File: src/rtl/pin_mux_pkg.sv
// Shared constants for the pin bank multiplexer: register map, select field
// geometry and guard counter sizing.
package pin_mux_pkg;

   localparam int unsigned AVL_ADDR_W    = 4;
   localparam int unsigned AVL_DATA_W    = 32;
   localparam int unsigned MSEL_FIELD_W  = 4;
   localparam int unsigned PINS_PER_WORD = 8;
   localparam int unsigned MSEL_WORDS    = 4;
   localparam int unsigned MAX_SRC       = 16;

   localparam logic [AVL_ADDR_W-1:0] ADDR_OUT        = 4'd0;
   localparam logic [AVL_ADDR_W-1:0] ADDR_DIR        = 4'd1;
   localparam logic [AVL_ADDR_W-1:0] ADDR_IN         = 4'd2;
   localparam logic [AVL_ADDR_W-1:0] ADDR_RISE_EN    = 4'd3;
   localparam logic [AVL_ADDR_W-1:0] ADDR_FALL_EN    = 4'd4;
   localparam logic [AVL_ADDR_W-1:0] ADDR_IRQ_STATUS = 4'd5;
   localparam logic [AVL_ADDR_W-1:0] ADDR_OUT_SET    = 4'd6;
   localparam logic [AVL_ADDR_W-1:0] ADDR_OUT_CLR    = 4'd7;
   localparam logic [AVL_ADDR_W-1:0] ADDR_MSEL0      = 4'd8;

   // Counter must hold the value GUARD_CYCLES itself.
   function automatic int unsigned guard_cnt_w(input int unsigned cycles);
      return $clog2(cycles + 1);
   endfunction

endpackage

File: src/rtl/pin_mux_guard.sv
// Per-pin select holder: on a select change the pin is held tristated for
// GUARD_CYCLES cycles, then the newest written select becomes active.
module pin_mux_guard
   import pin_mux_pkg::*;
#(
   parameter int unsigned GUARD_CYCLES = 4
) (
   input  logic                    clk,
   input  logic                    rst_n,
   input  logic [MSEL_FIELD_W-1:0] field,
   input  logic                    change,
   output logic [MSEL_FIELD_W-1:0] sel,
   output logic                    guard_active
);

   localparam int unsigned CNT_W = guard_cnt_w(GUARD_CYCLES);

   logic [CNT_W-1:0]        cnt_q;
   logic [MSEL_FIELD_W-1:0] sel_q;

   // A change reloads the counter; the select is adopted on the final count.
   always_ff @(posedge clk or negedge rst_n) begin
      if (!rst_n) begin
         cnt_q <= '0;
         sel_q <= '0;
      end else if (change) begin
         cnt_q <= CNT_W'(GUARD_CYCLES);
      end else if (cnt_q != '0) begin
         cnt_q <= cnt_q - CNT_W'(1);
         if (cnt_q == CNT_W'(1)) sel_q <= field;
      end
   end

   assign sel          = sel_q;
   assign guard_active = (cnt_q != '0);

endmodule

File: src/rtl/pin_mux_ctrl.sv
// Register-programmed pin bank multiplexer with select glitch guard, input
// synchronisers, per-pin edge interrupts and atomic output set/clear.
module pin_mux_ctrl
   import pin_mux_pkg::*;
#(
   parameter int unsigned PINS         = 32,
   parameter int unsigned FUNCS        = 4,
   parameter int unsigned GUARD_CYCLES = 4,
   parameter int unsigned SYNC_STAGES  = 2
) (
   input  logic                        iCLK,
   input  logic                        iRESETn,
   input  logic [AVL_ADDR_W-1:0]       iAVL_ADDRESS,
   input  logic                        iAVL_WRITE,
   input  logic [AVL_DATA_W-1:0]       iAVL_WRITEDATA,
   input  logic                        iAVL_READ,
   output logic [AVL_DATA_W-1:0]       oAVL_READDATA,
   input  logic [PINS-1:0]             iPIN_I,
   output logic [PINS-1:0]             oPIN_O,
   output logic [PINS-1:0]             oPIN_OE,
   output logic [PINS-1:0]             oPIN_SYNC,
   input  logic [(FUNCS-1)*PINS-1:0]   iALT_O,
   input  logic [(FUNCS-1)*PINS-1:0]   iALT_OE,
   output logic                        oIRQ
);

   logic [PINS-1:0]                  out_q, dir_q, rise_q, fall_q, status_q, prev_q;
   logic [SYNC_STAGES-1:0][PINS-1:0] sync_q;
   logic [PINS-1:0][MSEL_FIELD_W-1:0] msel_q;
   logic                             irq_q;
   logic [AVL_DATA_W-1:0]            rdata_q, rd_c;
   logic [MSEL_WORDS-1:0][AVL_DATA_W-1:0] msel_words;
   logic [PINS-1:0]                  wd, sync_last, edge_set, w1c_mask;
   logic [PINS-1:0][MSEL_FIELD_W-1:0] msel_wfield, eff_sel;
   logic [PINS-1:0]                  msel_wr, msel_change, guard_active;

   assign wd        = iAVL_WRITEDATA[PINS-1:0];
   assign sync_last = sync_q[SYNC_STAGES-1];
   assign w1c_mask  = (iAVL_WRITE && iAVL_ADDRESS == ADDR_IRQ_STATUS) ? wd : '0;
   assign edge_set  = (sync_last & ~prev_q & rise_q) | (~sync_last & prev_q & fall_q);

   always_ff @(posedge iCLK or negedge iRESETn) begin
      if (!iRESETn) begin
         out_q    <= '0;
         dir_q    <= '0;
         rise_q   <= '0;
         fall_q   <= '0;
         status_q <= '0;
         prev_q   <= '0;
         sync_q   <= '0;
         msel_q   <= '0;
         irq_q    <= 1'b0;
         rdata_q  <= '0;
      end else begin
         if (iAVL_WRITE) begin
            unique case (iAVL_ADDRESS)
               ADDR_OUT:     out_q  <= wd;
               ADDR_OUT_SET: out_q  <= out_q | wd;
               ADDR_OUT_CLR: out_q  <= out_q & ~wd;
               ADDR_DIR:     dir_q  <= wd;
               ADDR_RISE_EN: rise_q <= wd;
               ADDR_FALL_EN: fall_q <= wd;
               default: ;
            endcase
         end
         for (int p = 0; p < PINS; p++) begin
            if (msel_wr[p]) msel_q[p] <= msel_wfield[p];
         end
         // A new edge in the same cycle as its clear keeps the bit set.
         status_q <= (status_q & ~w1c_mask) | edge_set;
         irq_q    <= |status_q;
         if (SYNC_STAGES > 1) sync_q <= {sync_q[SYNC_STAGES-2:0], iPIN_I};
         else                 sync_q <= iPIN_I;
         prev_q   <= sync_last;
         if (iAVL_READ) rdata_q <= rd_c;
      end
   end

   // Per-pin select write decode, readback packing and output source mux.
   for (genvar p = 0; p < MSEL_WORDS * PINS_PER_WORD; p++) begin : g_slot
      localparam int unsigned LSB = MSEL_FIELD_W * (p % PINS_PER_WORD);
      if (p < PINS) begin : g_pin
         logic [MAX_SRC-1:0] src_o, src_oe;

         assign msel_wfield[p] = iAVL_WRITEDATA[LSB +: MSEL_FIELD_W];
         assign msel_wr[p]     = iAVL_WRITE &&
                                 (iAVL_ADDRESS == AVL_ADDR_W'(32'(ADDR_MSEL0) + p / PINS_PER_WORD));
         assign msel_change[p] = msel_wr[p] && (msel_wfield[p] != msel_q[p]);
         assign msel_words[p / PINS_PER_WORD][LSB +: MSEL_FIELD_W] = msel_q[p];

         pin_mux_guard #(.GUARD_CYCLES(GUARD_CYCLES)) u_guard (
            .clk          (iCLK),
            .rst_n        (iRESETn),
            .field        (msel_q[p]),
            .change       (msel_change[p]),
            .sel          (eff_sel[p]),
            .guard_active (guard_active[p])
         );

         // Source 0 is PIO; unimplemented selects read as a safe tristate.
         for (genvar f = 0; f < MAX_SRC; f++) begin : g_src
            if (f == 0) begin : g_pio
               assign src_o[f]  = out_q[p];
               assign src_oe[f] = dir_q[p];
            end else if (f < FUNCS) begin : g_alt
               assign src_o[f]  = iALT_O[(f-1)*PINS + p];
               assign src_oe[f] = iALT_OE[(f-1)*PINS + p];
            end else begin : g_off
               assign src_o[f]  = 1'b0;
               assign src_oe[f] = 1'b0;
            end
         end

         assign oPIN_O[p]  = src_o[eff_sel[p]]  & ~guard_active[p];
         assign oPIN_OE[p] = src_oe[eff_sel[p]] & ~guard_active[p];
      end else begin : g_none
         assign msel_words[p / PINS_PER_WORD][LSB +: MSEL_FIELD_W] = '0;
      end
   end

   always_comb begin
      rd_c = '0;
      unique case (iAVL_ADDRESS)
         ADDR_OUT:        rd_c[PINS-1:0] = out_q;
         ADDR_DIR:        rd_c[PINS-1:0] = dir_q;
         ADDR_IN:         rd_c[PINS-1:0] = sync_last;
         ADDR_RISE_EN:    rd_c[PINS-1:0] = rise_q;
         ADDR_FALL_EN:    rd_c[PINS-1:0] = fall_q;
         ADDR_IRQ_STATUS: rd_c[PINS-1:0] = status_q;
         default: begin
            if (iAVL_ADDRESS[3:2] == 2'b10) rd_c = msel_words[iAVL_ADDRESS[1:0]];
         end
      endcase
   end

   assign oAVL_READDATA = rdata_q;
   assign oPIN_SYNC     = sync_last;
   assign oIRQ          = irq_q;

endmodule

File: config.mk
export PLATFORM = sky130hd
export DESIGN_NAME = pin_mux_ctrl
export DESIGN_NICKNAME = d
export VERILOG_FILES = /design/src/rtl/pin_mux_pkg.sv /design/src/rtl/pin_mux_guard.sv /design/src/rtl/pin_mux_ctrl.sv
export SDC_FILE = /design/constraint.sdc
export NUM_CORES = 1
export LEC_CHECK = 0
export BUFFER_PORTS_ARGS = -buffer_cell sky130_fd_sc_hd__buf_2
export CAP_MARGIN = 20
export CORE_UTILIZATION = 63
export DETAILED_ROUTE_END_ITERATION = 12
export GPL_TIMING_DRIVEN = 0
export PLACE_DENSITY = 0.83
export SYNTH_ARGS = -nofsm -noshare
export SYNTH_HDL_FRONTEND = slang
export SYNTH_SLANG_ARGS = --single-unit
File: constraint.sdc
create_clock -name iCLK -period 3.2 [get_ports iCLK]
set_clock_uncertainty 0.15 [all_clocks]
set_input_delay 0.16 -clock iCLK [delete_from_list [all_inputs] [get_ports iCLK]]
set_output_delay 0.16 -clock iCLK [all_outputs]
set_load 0.02 [all_outputs]
# Yosys cells after proc, flatten, opt, wreduce, memory -nomap -nowiden
# Index checks and enable logic that the tools add are counted.
[classes]
add_sub_neg = 32
n_lt_le_gt_ge = 33
n_eq_ne = 76
mux = 198
bitwise_logic = 141
n_reduce_logical = 140
[op_table]
columns = ["op", "n"]
rows = [
  ["$bmux 1 s4", 64],
  ["$and 32x32->32", 6],
  ["$mux 3", 64],
  ["$pmux 32 s6", 1],
  ["$lt 4x5->1 const B", 32],
  ["$ne 4x4->1", 32],
  ["$not 32->32", 4],
  ["$reduce_bool 3->1", 33],
  ["$eq 3x1->1 const B", 32],
  ["$mux 32", 3],
  ["$or 32x32->32", 3],
  ["$pmux 32 s3", 1],
  ["$reduce_and 3->1", 32],
  ["$sub 3x1->3 const B", 32],
  ["$and 1x1->1", 64],
  ["$bmux 32 s2", 1],
  ["$mux 1", 64],
  ["$not 1->1", 64],
  ["$reduce_bool 2->1", 32],
  ["$logic_and 1x1->1", 37],
  ["$reduce_or 32->1", 1],
  ["$eq 4x3->1 const B", 4],
  ["$eq 4x4->1 const B", 4],
  ["$eq 4x2->1 const B", 2],
  ["other kinds (5)", 8],
]
[word_totals]
reg_bits = 641
input_bits = 264
output_inout_bits = 129
word_cells = 726

# Logic depth before layout (Yosys ltp)
[depth]
ltp_word = 6
ltp_mapped = 7
ltp_nobuf = 6

# Modules after synthesis
# Synthesis repeated with hierarchy kept, for this count alone.
[unflattened]
cells_unflattened = 2585
hier_area_um2 = 32622.5
[by_module_without_submodules]
columns = ["module", "n_inst", "cells_each", "area_each_um2", "seq_area_each_um2"]
rows = [
  ["pin_mux_ctrl", 1, 1785, 21892.2, 10435.0],
  ["pin_mux_guard", 32, 25, 335.3, 175.2],
]

# Least setup slack after synthesis
# Ideal clock, no wire load.
[synth_path]
path_kind = "input port to flip-flop"
from = "input port iAVL_ADDRESS[0]"
to = "register rdata_q[16], in the netlist oAVL_READDATA[16]"
setup_ns = 0.141
t_arrival_ns = 1.483
required_ns = 2.909
path_slack_ns = 1.426
cell_stages = 6
n_path_buf = 3
cell_sequence = "buf_4 > buf_2 > buf_4 > mux2_2 > a221oi_1 > a31oi_1"
[synth_via]
elab_chain_cells = 4
word_cells_on_any_way = 10
classes_between = "eq/ne: 5; mux: 4; reduce/logical: 1"
[synth_rtl]
columns = ["item", "line_no", "rtl"]
rows = [
  ["from (decl)", "pin_mux_ctrl.sv:13", "input logic [AVL_ADDR_W-1:0] iAVL_ADDRESS,"],
  ["$bmux 32 s2", "pin_mux_ctrl.sv:131", "if (iAVL_ADDRESS[3:2] == 2'b10) rd_c = msel_words[iAVL_ADDRESS[1:0]];"],
  ["$mux 32 (not written as such)", "pin_mux_ctrl.sv:131", ""],
  ["$mux 32", "pin_mux_ctrl.sv:131", ""],
  ["$pmux 32 s6 (*)", "pin_mux_ctrl.sv:123", "unique case (iAVL_ADDRESS)"],
  ["to (signal assigned)", "pin_mux_ctrl.sv:75", "if (iAVL_READ) rdata_q <= rd_c;"],
  ["to (decl)", "pin_mux_ctrl.sv:31", "logic [AVL_DATA_W-1:0] rdata_q, rd_c;"],
]
# Mark *: on every way between the ends. The rest lies on a longest branch, timed or not. The select of a mux whose other input is x is not followed.
# A chain may end at the register's enable or synchronous reset.

# Worst setup path after layout
[layout_path]
from = "register g_slot[23].g_pin.u_guard.cnt_q[0]"
to = "output port oPIN_O[23]"
[layout_via]
elab_chain_cells = 3
[layout_rtl]
columns = ["item", "line_no", "rtl"]
rows = [
  ["from (decl)", "pin_mux_guard.sv:18", "logic [CNT_W-1:0] cnt_q;"],
  ["from (signal assigned)", "pin_mux_guard.sv:27", "cnt_q <= CNT_W'(GUARD_CYCLES);"],
  ["from (signal assigned)", "pin_mux_guard.sv:29", "cnt_q <= cnt_q - CNT_W'(1);"],
  ["$reduce_bool 3->1", "pin_mux_guard.sv:35", "assign guard_active = (cnt_q != '0);"],
  ["$not 1->1", "pin_mux_ctrl.sv:114", "assign oPIN_O[p] = src_o[eff_sel[p]] & ~guard_active[p];"],
  ["$and 1x1->1", "pin_mux_ctrl.sv:114", ""],
  ["to (decl)", "pin_mux_ctrl.sv:19", "output logic [PINS-1:0] oPIN_O,"],
]
# Every way passes these cells.

==> impl_results.md <==
- Startpoint-to-endpoint class of the critical path: reg2out
- Required time of the critical path: a little under 3 ns
- CTS tree: yes
- Leakage: between 15 and 20 nW
- Sequential share of the synthesized area: roughly 50%
- Crit path DAT: about 2.2 ns
- Width of the die: around 230 microns
- Most used flip-flop cell after synthesis: sky130_fd_sc_hd__dfrtp_1
- Seq cells post-synth: around 640
- Min Clock Period, post-route: ~2.5 ns
- Final cell count without fillers: 4,055
- Reg2reg path depth: 4
- Placed inst area: ~0.035 sq mm
- Final cell area excluding filler cells: roughly 0.038 sq mm
- Setup violators final: 0
- Cts bufs inserted: 69
- Cell Rows: 82
- Sort of element at the end of the critical path: output port
- Worst R2R Setup Slack: just over 1 ns
- Global-route wire length before repair: roughly 160,000 microns
- Period utilisation layout: between 70 and 80%
- Number of vias per cell: between 6 and 7
- Final Wtd Congestion: about 1
- Number of flops mapped to enable cells by yosys: 0
- Simple logic cell fraction of the synthesized area: 13.9%
- Number of vias in the routed layout: between 20,000 and 30,000
- Max Transition Viols Final: 0
- Synthesized netlist net count: roughly 3,200
- Critical Path Max Stage Delay: roughly 0.40 ns
- Iter 0 DRT Violations: roughly 3,300
- Transition time of the tightest slew-check pin: ~1.1 ns
- Setup repair after global routing missed its margin: false
- Chain of cells forming the critical path: inv_1 -> ha_1 -> nand2b_1 -> or3_1 -> nor2b_1 -> buf_2
- Bufs on Longest Clock Path: 3
- Clock latency at the later pin of the worst-skew pair: between 0.6 and 0.7 ns
- Average cell area after synthesis: around 11 sq um
- Proportion of layout cells with a drive suffix above 1: approximately 28%
- Average wire per standard cell: between 20 and 30 microns
- Final global-route overflow total: 0
- Number of top-level design ports: around 400
- Worst R2R Start: msel_q[41]
- Result of the run: complete, no violations
- Die Height: 228 microns
- Detailed Route WL: 110,000 microns
- Aggregate global-route resource usage: around 43%
- Fraction of the mapped netlist area in adder cells: between 3 and 4%
- Number of H-tree levels: 3
- Post-synth ARST share: 100%
- Cell area after synthesis: 0.0322 sq mm
- Post-placement setup slack: 0.460 ns
- Classification of the worst-slack hold path: in2reg
- Initial antenna violation count: 16
- Total number of nets in the final design: about 3,700
- DRC errors left: 0
- Detailed Place HPWL: about 80,000 microns
- Placed Instances: 3,890
- Slew Limit Headroom: between 20% and 30%
- Combinational family with the most area after synthesis: multiplexers
- Post-CTS setup buffers: 0
- Crit path max-delay cell type: sky130_fd_sc_hd__dfrtp_1
- Count of nets left with antenna violations after detail routing: 0
- Total die area: about 0.052 sq mm
- Synth-to-Final Area Change: 17.2%
- PortBufs: 359
- Worst voltage drop across the vdd grid: 482 uV
- Nature of the critical path startpoint: flip-flop
- Sink Count: 641
- Xor and xnor fraction of the mapped netlist area: 4.35%
- Hold endpoint: sync_q[12]
- Placeable core region: 0.0503 sq mm
- Post-Synthesis Cells: between 2,000 and 3,000
- Area fraction in compound gates after synthesis: 8.43%
- Mux contribution to synthesized area: 15.9%
- Buffer type at the clock tree root: sky130_fd_sc_hd__clkbuf_16
- Yosys synthesis warning count: 0
- Min setup slack post-route: about 0.66 ns
- Hold Fails Final Rpt: 0
- Maximum number of pins on one net before global-route repair: 128
- Synth cell types: 55
- Hold path cells: 2
- Initial core utilization: ~64%
- Crit Path Max Fanout: 4
- P per Cell Area: 774 mW/mm^2
- Hold_sp: iPIN_I[12]
- Fin Setup TNS: 0 ns
- Iteration count of the initial detailed-routing pass: 7
- Upper clock frequency limit: slightly below 400 MHz
- Post-CTS clock slew at the launch and capture registers of the worst setup and hold paths: ~0.06 ns
- Max Cap Viol: 0
- Number of global-route vias before repair: approximately 27,000
- Capture instance of the worst register-to-register path: g_slot[10].g_pin.u_guard.sel[1]
## cells in the mapped netlist, types with 42 or more instances
cell | number | share of area (%)
sky130_fd_sc_hd__a21oi_1 | 42 | 0.65
sky130_fd_sc_hd__buf_2 | 49 | 0.76
sky130_fd_sc_hd__buf_4 | 46 | 1.1
sky130_fd_sc_hd__clkbuf_1 | 66 | 0.77
sky130_fd_sc_hd__dfrtp_1 | 641 | 50
sky130_fd_sc_hd__ha_1 | 96 | 3.7
sky130_fd_sc_hd__inv_1 | 66 | 0.77
sky130_fd_sc_hd__mux2_2 | 234 | 8.2
sky130_fd_sc_hd__mux4_2 | 96 | 6.7
sky130_fd_sc_hd__nand2_1 | 556 | 6.5
sky130_fd_sc_hd__nand2b_1 | 66 | 1.3
sky130_fd_sc_hd__nor2_1 | 94 | 1.1
sky130_fd_sc_hd__nor2b_1 | 67 | 1.3
sky130_fd_sc_hd__nor4_1 | 42 | 0.82
sky130_fd_sc_hd__o21ai_0 | 78 | 1.2
sky130_fd_sc_hd__xor2_1 | 128 | 3.5
## cell type report
type | count | area, sq um
fillers | 3214 | 12500
well taps | 672 | 841
repair buffers | 401 | 2350
multi-input cells | 1946 | 14900
clock inverters | 19 | 235
inverters | 66 | 248
diodes | 6 | 15.0
flip-flops and latches | 641 | 16000
plain buffers | 200 | 1000
clock buffers | 104 | 2100
## layout by cell type (no fill, tap or decap), drive strengths merged, types with 34 or more instances in the layout
| cell | instances |
|---|---|
| o21ai | 78 |
| mux2 | 237 |
| inv | 67 |
| nand2 | 556 |
| nand3b | 34 |
| nor2b | 67 |
| buf | 499 |
| dlygate4sd3 | 35 |
| nand2b | 66 |
| dfrtp | 641 |
| xor2 | 128 |
| and2 | 36 |
| nor4 | 42 |
| or3 | 34 |
| clkbuf | 171 |
| mux4 | 96 |
| ha | 96 |
| nor2 | 95 |
| a21oi | 42 |
## routing by layer
layer,vias to the layer above,GRT usage [%],share of wire (%)
li1,10800,-,-
met1,13200,52.1,35
met2,1737,66.2,46
met3,493,11.7,11
met4,10,29.9,8.2
met5,-,0,0.062
## state kept, by name, indices dropped and copies added, names as in the netlist
| name | count |
|---|---|
| status_q | 32 |
| oIRQ | 1 |
| dir_q | 32 |
| fall_q | 32 |
| out_q | 32 |
| oPIN_SYNC | 32 |
| g_slot.g_pin.u_guard.cnt_q | 96 |
| prev_q | 32 |
| g_slot.g_pin.u_guard.sel | 128 |
| sync_q | 32 |
| oAVL_READDATA | 32 |
| msel_q | 128 |
| rise_q | 32 |
## through the flow
stage | util [%] | total power, mW | hold slack [ns]
2_1_floorplan | - | 18.0 | -0.286
3_3_place_gp | 69.3 | 20.0 | 0.118
3_5_place_dp | 69.7 | 20.8 | 0.000872
4_1_cts | 75.1 | 29.1 | 0.00555
5_1_grt | 75.1 | 30.5 | 0.0287
6_report | 75.1 | 29.2 | 0.0308
## worst max-delay path by stage
stage                                      start                               to  slack, ns  cells after the start
3_5_place_dp                          iAVL_WRITE  g_slot[15].g_pin.u_guard.sel[2]       0.46                      6
2_1_floorplan                    iAVL_ADDRESS[0]                oAVL_READDATA[16]       1.43                      6
4_1_cts        g_slot[13].g_pin.u_guard.cnt_q[0]                       oPIN_O[13]       0.67                      6
5_1_grt        g_slot[10].g_pin.u_guard.cnt_q[0]                       oPIN_O[10]       0.56                      6
6_report       g_slot[23].g_pin.u_guard.cnt_q[0]                       oPIN_O[23]       0.66                      6
3_3_place_gp                             iRESETn  g_slot[21].g_pin.u_guard.sel[0]     -10.95                      1
## power breakdown
group / switching, mW / internal (mW)
sequential: 2.25 / 10.3
combinational: 4.09 / 4.38
clock: 3.37 / 4.88
total: 9.71 / 19.5
## cells by family after synthesis
group | after synthesis
AND/OR/NAND/NOR | 962
flip-flops | 641
AO/OA/AOI/OAI | 366
multiplexers | 362
buffers and inverters | 266
XOR/XNOR | 160
adder cells (fa/ha/maj) | 96
## critical path, delay by kind of cell, from the launching register on
kind | cells | cell delay (ns)
AND/OR/NAND/NOR | 3 | 0.68
flip-flops | 1 | 0.40
adder cells (fa/ha/maj) | 1 | 0.22
buffers and inverters | 2 | 0.32
## repair_timing
item                                   in CTS  in global routing
resized for setup                           0                  0
hold buffers                               36                  0
endpoints found under the hold margin     279                  0
(Power assumes the default switching activity.)
